[src/rtl/bool_lut_pkg.sv]
// Shared types and defaults for the serially loaded Boolean look-up table.
package bool_lut_pkg;

    localparam int N_IN_DEFAULT = 4;

    typedef enum logic [1:0] {
        IDLE  = 2'd0,
        LOAD  = 2'd1,
        SWEEP = 2'd2
    } state_t;

endpackage

[src/rtl/bool_lut_table.sv]
// Truth-table storage: single-bit write port addressed by pointer, combinational read by index.
module bool_lut_table
    import bool_lut_pkg::*;
#(
    parameter int N_IN = N_IN_DEFAULT
) (
    input  logic            clk,
    input  logic            rst_n,
    input  logic            wr_en,
    input  logic [N_IN-1:0] wr_ptr,
    input  logic            wr_bit,
    input  logic [N_IN-1:0] rd_idx,
    output logic            rd_bit
);

    localparam int TT = 2 ** N_IN;

    logic [TT-1:0] mem_reg;
    logic [TT-1:0] wr_sel;

    genvar gi;
    generate
        for (gi = 0; gi < TT; gi++) begin : g_sel
            assign wr_sel[gi] = wr_en && (wr_ptr == N_IN'(gi));
        end
    endgenerate

    // Reset must clear the whole table, so this stays in registers.
    always_ff @(posedge clk or negedge rst_n) begin
        if (!rst_n) begin
            mem_reg <= '0;
        end else begin
            mem_reg <= (mem_reg & ~wr_sel) | (wr_sel & {TT{wr_bit}});
        end
    end

    assign rd_bit = mem_reg[rd_idx];

endmodule

[src/rtl/bool_lut.sv]
// Boolean function evaluator: serial truth-table load, single evaluations and full minterm sweeps.
module bool_lut
    import bool_lut_pkg::*;
#(
    parameter int N_IN = N_IN_DEFAULT
) (
    input  logic            clk,
    input  logic            rst_n,
    input  logic [N_IN-1:0] in_vec,
    input  logic            in_valid,
    input  logic            cfg_bit,
    input  logic            cfg_valid,
    output logic            cfg_ready,
    input  logic            sweep_start,
    output logic            z,
    output logic            z_valid,
    output logic [N_IN-1:0] sweep_idx,
    output logic            sweep_busy,
    output logic            sweep_done,
    output logic [N_IN:0]   ones_count,
    output logic            tt_loaded
);

    localparam logic [N_IN-1:0] LAST_IDX = '1;

    state_t          state_reg, state_next;
    logic [N_IN-1:0] load_ptr_reg, load_ptr_next;
    logic            z_reg, z_next;
    logic            z_valid_reg, z_valid_next;
    logic [N_IN-1:0] sweep_idx_reg, sweep_idx_next;
    logic            sweep_busy_reg, sweep_busy_next;
    logic            sweep_done_reg, sweep_done_next;
    logic [N_IN:0]   ones_count_reg, ones_count_next;
    logic            tt_loaded_reg, tt_loaded_next;

    logic            cfg_accept;
    logic            sweep_accept;
    logic [N_IN-1:0] rd_idx;
    logic            rd_bit;

    assign cfg_ready    = (state_reg != SWEEP);
    assign cfg_accept   = cfg_valid && cfg_ready;
    // A configuration write always beats a sweep request in the same cycle.
    assign sweep_accept = (state_reg == IDLE) && sweep_start && !cfg_valid;

    always_comb begin
        rd_idx = in_vec;
        if (state_reg == SWEEP) begin
            rd_idx = sweep_idx_reg + N_IN'(1);
        end else if (sweep_accept) begin
            rd_idx = '0;
        end
    end

    bool_lut_table #(.N_IN(N_IN)) u_table (
        .clk    (clk),
        .rst_n  (rst_n),
        .wr_en  (cfg_accept),
        .wr_ptr (load_ptr_reg),
        .wr_bit (cfg_bit),
        .rd_idx (rd_idx),
        .rd_bit (rd_bit)
    );

    always_comb begin
        state_next      = state_reg;
        load_ptr_next   = load_ptr_reg;
        z_next          = z_reg;
        z_valid_next    = 1'b0;
        sweep_idx_next  = '0;
        sweep_busy_next = 1'b0;
        sweep_done_next = 1'b0;
        ones_count_next = ones_count_reg;
        tt_loaded_next  = tt_loaded_reg;

        if (cfg_accept) begin
            if (load_ptr_reg == LAST_IDX) begin
                load_ptr_next  = '0;
                tt_loaded_next = 1'b1;
                state_next     = IDLE;
            end else begin
                load_ptr_next  = load_ptr_reg + N_IN'(1);
                state_next     = LOAD;
            end
        end

        case (state_reg)
            IDLE: begin
                if (sweep_accept) begin
                    state_next      = SWEEP;
                    z_next          = rd_bit;
                    z_valid_next    = 1'b1;
                    sweep_busy_next = 1'b1;
                    ones_count_next = '0;
                end else if (in_valid) begin
                    z_next       = rd_bit;
                    z_valid_next = 1'b1;
                end
            end
            LOAD: begin
            end
            SWEEP: begin
                // z_reg holds the result presented this cycle; count it on the way out.
                ones_count_next = ones_count_reg + (N_IN + 1)'(z_reg);
                if (sweep_idx_reg == LAST_IDX) begin
                    state_next      = IDLE;
                    sweep_done_next = 1'b1;
                end else begin
                    z_next          = rd_bit;
                    z_valid_next    = 1'b1;
                    sweep_idx_next  = sweep_idx_reg + N_IN'(1);
                    sweep_busy_next = 1'b1;
                end
            end
            default: state_next = IDLE;
        endcase
    end

    always_ff @(posedge clk or negedge rst_n) begin
        if (!rst_n) begin
            state_reg      <= IDLE;
            load_ptr_reg   <= '0;
            z_reg          <= 1'b0;
            z_valid_reg    <= 1'b0;
            sweep_idx_reg  <= '0;
            sweep_busy_reg <= 1'b0;
            sweep_done_reg <= 1'b0;
            ones_count_reg <= '0;
            tt_loaded_reg  <= 1'b0;
        end else begin
            state_reg      <= state_next;
            load_ptr_reg   <= load_ptr_next;
            z_reg          <= z_next;
            z_valid_reg    <= z_valid_next;
            sweep_idx_reg  <= sweep_idx_next;
            sweep_busy_reg <= sweep_busy_next;
            sweep_done_reg <= sweep_done_next;
            ones_count_reg <= ones_count_next;
            tt_loaded_reg  <= tt_loaded_next;
        end
    end

    assign z          = z_reg;
    assign z_valid    = z_valid_reg;
    assign sweep_idx  = sweep_idx_reg;
    assign sweep_busy = sweep_busy_reg;
    assign sweep_done = sweep_done_reg;
    assign ones_count = ones_count_reg;
    assign tt_loaded  = tt_loaded_reg;

endmodule

[config.mk]
export PLATFORM = sky130hd
export DESIGN_NAME = bool_lut
export DESIGN_NICKNAME = d
export VERILOG_FILES = /design/src/rtl/bool_lut_pkg.sv /design/src/rtl/bool_lut_table.sv /design/src/rtl/bool_lut.sv
export SDC_FILE = /design/constraint.sdc
export NUM_CORES = 1
export LEC_CHECK = 0
export CAP_MARGIN = 20
export CELL_PAD_IN_SITES_DETAIL_PLACEMENT = 1
export CELL_PAD_IN_SITES_GLOBAL_PLACEMENT = 2
export CORE_MARGIN = 2
export CORE_UTILIZATION = 39
export CTS_CLUSTER_SIZE = 8
export DETAILED_ROUTE_END_ITERATION = 7
export PLACE_DENSITY = 0.95
export SLEW_MARGIN = 20
export SYNTH_ARGS = -nofsm -noshare
export SYNTH_HDL_FRONTEND = slang
export SYNTH_SLANG_ARGS = --single-unit
[constraint.sdc]
create_clock -name clk -period 2.75 [get_ports clk]
set_input_delay 0.6875 -clock clk [delete_from_list [all_inputs] [get_ports clk]]
set_output_delay 0.6875 -clock clk [all_outputs]
set_load 0.02 [all_outputs]
# After elaboration in Yosys (flattened, before gate mapping)
# Index checks and enable logic that the tools add are counted.
# totals
word_cells	92
out_inout_bits	15
mem_bits_rw	0
latch_bits	0
mem_bits_ro	0
regBits	36
n_memories	0
in_bits	10
# classes
n_div	0
n_reduce_logical	26
magnitude_cmp	1
shifts	0
mux	26
n_bitwise	4
addsub	3
n_mul	0
eq_ne	22
# op_table
op	count
$eq 4x4->1 const B	9
$and 16x16->16	2
$mux 4	5
$logic_and 1x1->1	19
$eq 4x3->1 const B	4
$not 16->16	1
$or 16x16->16	1
$mux 1	11
$pmux 5 s2	1
$add 4x1->4 const B	2
$eq 4x2->1 const B	2
$mux 2	3
$ne 2x2->1 const B	3
$pmux 1 s2	3
$pmux 2 s3	1
$add 5x1->5	1
$lt 4x5->1 const B	1
$mux 5	1
$bmux 1 s4	1
$eq 4x1->1 const B	1
$logic_not 4->1	1
$reduce_and 2->1	2
$ne 3x3->1 const B	1
$reduce_and 3->1	1
other kinds (5)	5

# Logic depth before layout (Yosys ltp)
# Gate-level depths: netlist of run 1.
# depth
depth_word	10
ltp_mapped	9
ltp_nobuf	9

# Hierarchy
# A second synthesis of run 1 with hierarchy kept.
# unflattened
cells_unflattened	152
hier_area_um2	1803.0
# by_module_without_submodules
module	seq_area_each_um2	area_each_um2	instances	cells_per_inst
bool_lut	500.5	948.4	1	86
bool_lut_table	400.4	854.6	1	66

# Worst setup path before layout of run 1
# No wires, ideal clock.
# synth_path
kind	in2reg
from	input sweep_start
to	register z_reg (netlist: z)
arrival_time_ns	1.837
path_buffers	0
setup_ns	0.137
required_ns	2.613
path_slack_ns	0.776
cell_stages	7
path_cell_list	nor2b_4 -> o21bai_4 -> a21oi_4 -> mux2i_1 -> mux2i_1 -> a22oi_2 -> o311ai_2
# synth_between
elab_chain_len	9
elab_cells_between_ends	12
classes_between	eq/ne: 1; mux: 8; reduce/logical: 3
# synth_rtl
item	line	source
from (decl)	bool_lut.sv:14	input logic sweep_start,
$logic_and 1x1->1 (*) (2 in series)	bool_lut.sv:44	assign sweep_accept = (state_reg == IDLE) && sweep_start && !cfg_valid;
$mux 4	bool_lut.sv:50	end else if (sweep_accept) begin
$mux 4	bool_lut.sv:48	if (state_reg == SWEEP) begin
$bmux 1 s4	bool_lut_table.sv:37	assign rd_bit = mem_reg[rd_idx];
$mux 1 (not written as such)	bool_lut_table.sv:37	
$mux 1	bool_lut.sv:95	end else if (in_valid) begin
$mux 1	bool_lut.sv:89	if (sweep_accept) begin
$pmux 1 s2	bool_lut.sv:87	case (state_reg)
to (signal assigned)	bool_lut.sv:133	z_reg <= z_next;
to (decl)	bool_lut.sv:28	logic z_reg, z_next;
# Every way passes the cells marked *; elsewhere a longest branch is shown, timed or not. The select of a mux whose other input is x is not followed.
# A chain may end at the register's enable or synchronous reset.

# Worst setup path in the final report of run 1
# layout_path
from	register state_reg[1]
to	output cfg_ready
# layout_between
elab_chain_len	1
# layout_rtl
item	line	source
from (decl)	bool_lut.sv:26	state_t state_reg, state_next;
from (signal assigned)	bool_lut.sv:131	state_reg <= state_next;
$ne 2x2->1	bool_lut.sv:41	assign cfg_ready = (state_reg != SWEEP);
to (decl)	bool_lut.sv:13	output logic cfg_ready,
# No other way between the ends.

==> impl_metrics.toml, run 1 <==
[yosys]
syn_nets = 180
yosysWarnings = 0
yosysUniqueCellTypes = 40
syn_area_per_cell_um2 = 11.4
synthArstFlopShare_pct = 100
dominantRegCellSynth = "dfrtp_1"
synth_top_area_share_pct = 48.3
synth_edf_count = 0
synth_top_area_cell = "dfrtp_1"
ys_seq_area_share_pct = 48.3
synth_seq_cells = 36
synthCells = 163
syn_area_um2 = 1860
synth_area_leaders = "dfrtp_1 (48%), mux2i_1 (8.1%), mux2_2 (6.0%), ha_1 (4.7%), nand3_1 (3.8%)"

[cts]
root_buffer = "clkbuf_8"
cts_tree = "built"
cts_resized = 0
clockBufferDepth = 2
holdBufCountCts = 0
htreeDepth = 2
clock_latency_ps = 290
post-cts-setup-buffer-count = 0
cts.sinks = 36
cts_buffers = 5
clk_pin_slew_worst_paths_ps = 70

[drt]
drtIter0Drc = 51
antenna_left = 0
drc = 0
drt_wl_total_um = 4220
routed_via_density = 5.42
routedWlPerCell_um = 17.1
vias = 1333
drt_first_pass_iters = 4

[layout]
drive_gt1_share_pct = 16.1
area_growth_syn_to_layout_pct = 21.6
final_area_um2 = 2270
num_antenna_cells = 0
nNetsFinal = 208

[die]
initial_core_util_pct = 40.0
fp.dieArea_um2 = 5350
die_height_um = 73.1
fp-row-count = 25
fp.dieW_um = 73.1
io-pin-count = 25
core_um2 = 4660

[worst_setup_path]
worstPathRequired_ps = 2060
r2r_start = "sweep_idx[0]$_DFF_PN0_"
cp.arrival_ps = 1720
regToRegEndpoint = "z$_DFFE_PN0P_"
worstSetupPathType = "reg -> out"
r2r_cells = 9
worstSetupStartpointType = "flip-flop"
reg2reg_setup_slack_ps = 710
path_max_fanout = 9
end_kind = "primary output"

[pwr]
power.density_nw_per_um2 = 855
p_leak_nw = 1.01
peakVddDrop_mv = 0.356

[timing]
setup_viol = 0
setup_ws_ps = 341
fin_crit_sh_pct = 87.6
rsz0062_at_grt = "false"
maxSlewViolCount = 0
fmax_mhz = 415
hold_viol_final = 0
fin_crit_ps = 2410
worst_pin_slew_ps = 510
fin_setup_tns_ps = 0
max-slew-margin-rel_pct = 65.9
whs_ps = 491
clock_skew_ps = 5.67

[global_route]
grtUsageTotal_pct = 17.7
grt_remaining_overflow = 0
grt_antenna_before_repair = 0
grt_pass1_vias = 1420
grt_start_max_net_pins = 37
grt_pass1_wl_um = 7030

[placed_design]
gp_congestion = 0.797
dpl.hpwl_um = 3180
dp_slack_ps = 15.7
placed_area_um2 = 2160
io_buffers = 24

[min_path]
hp-class = "reg -> reg"
hold_depth = 1

[outcome]
outcome = "complete, no violations"

[job]
max-cap-violations = 0
-- synth_stat cells (all sizes together) (2+ instances only) --
cell,n
dfrtp,36
mux2,16
mux2i,15
nand3,14
nor2,14
nand2,13
ha,7
o21ai,7
inv,5
a21oi,4
buf,3
nand4,3
nor2b,3
xor2,3
a22o,2
clkbuf,2
nor3,2
xnor2,2
-- cell families (layout without fill, tap and decap cells) --
logic type	after synthesis	in the layout	share of synthesized area, %
buffers and inverters	10	39	2.75
DFF	36	36	48.3
muxes	31	31	17.9
AOI/OAI and AO/OA	18	18	7.99
xor gates and xnor gates	5	5	2.35
adders and majority gates	7	7	4.70
and+or+nand+nor	56	56	16.0
-- stage by stage --
| stage | util (%) | power, mW | instances |
|---|---|---|---|
| 4_1_cts | 48.6 | 1.96 | 246 |
| 6_report | 48.6 | 1.94 | 246 |
| 3_3_place_gp | 46.3 | 1.43 | 238 |
| 5_1_grt | 48.6 | 2.06 | 246 |
| 2_1_floorplan | - | 1.25 | 163 |
| 3_5_place_dp | 46.3 | 1.49 | 238 |
-- routing by layer --
metal	track usage, %	share of wire (%)	wire (µm)	up-vias
li1	-	-	-	629
met1	20.4	42	1760	668
met2	31.2	53	2230	29
met3	4.97	3.8	162	7
met4	6.17	1.5	65	0
met5	0	0	0	-
-- power breakdown --
part	total, mW	internal, mW	switching (mW)
clock network	0.459	0.269	0.190
registers	0.886	0.704	0.182
logic	0.594	0.307	0.287
total	1.94	1.28	0.659
-- cell type report --
cell class                      count  area [µm²]
Fill cell                         508        2390
Sequential cell                    36         901
Inverter                            5        23.8
Clock buffer                        6        72.6
Multi-Input combinational cell    117         912
Clock inverter                      2        35.0
Timing Repair Buffer               26         255
Tap cell                           54        67.6
-- cells in the final DEF (no fill, tap or decap), drive strengths merged --
master,instances
o41ai,1
a2bb2oi,1
a21oi,4
a22oi,1
xnor2,2
nand4b,1
nor3b,1
clkinv,1
inv,5
mux2,16
buf,2
or2,1
o21ai,7
clkbuf,6
and4bb,1
nand4,3
ha,7
nor3,2
nor2,14
a22o,2
nor2b,3
bufinv,1
o21bai,1
xor2,3
clkdlybuf4s50,24
nand3,14
and2,1
and3,1
mux2i,15
or3,1
o311ai,1
dfrtp,36
nand2,13
-- worst max-delay path by stage --
stage	to	slack [ps]	from
floorplan	z$_DFFE_PN0P_	780	sweep_start
global placement	z$_DFFE_PN0P_	210	cfg_valid
detailed placement	z$_DFFE_PN0P_	20	cfg_valid
CTS	cfg_ready	310	state_reg[1]$_DFF_PN0_
global route	z$_DFFE_PN0P_	240	cfg_valid
finish	cfg_ready	340	state_reg[1]$_DFF_PN0_
-- critical path, cell delays in order, from the launching register on --
cell and delay (ps):
dfrtp_1 460, inv_2 90, nor2_4 240, inv_6 80, clkdlybuf4s50_1 550
Note: power is estimated with default switching activity, not from simulation.
==> inputs of run 2 (changes only) <==
--- a/config.mk
+++ b/config.mk
@@ -12,6 +12,7 @@
 export CORE_UTILIZATION = 39
 export CTS_CLUSTER_SIZE = 8
 export DETAILED_ROUTE_END_ITERATION = 7
+export HOLD_SLACK_MARGIN = 0.02
 export PLACE_DENSITY = 0.95
 export SLEW_MARGIN = 20
 export SYNTH_ARGS = -nofsm -noshare
==> results of run 2 <==
Same layout as run 1: the final DEF is identical, and so are final timing and power.
==> inputs of run 3 (changes only) <==
--- a/config.mk
+++ b/config.mk
@@ -18,3 +18,4 @@
 export SYNTH_ARGS = -nofsm -noshare
 export SYNTH_HDL_FRONTEND = slang
 export SYNTH_SLANG_ARGS = --single-unit
+export TNS_END_PERCENT = 20
==> results of run 3 <==
Same layout as run 1: the final DEF is identical, and so are final timing and power.
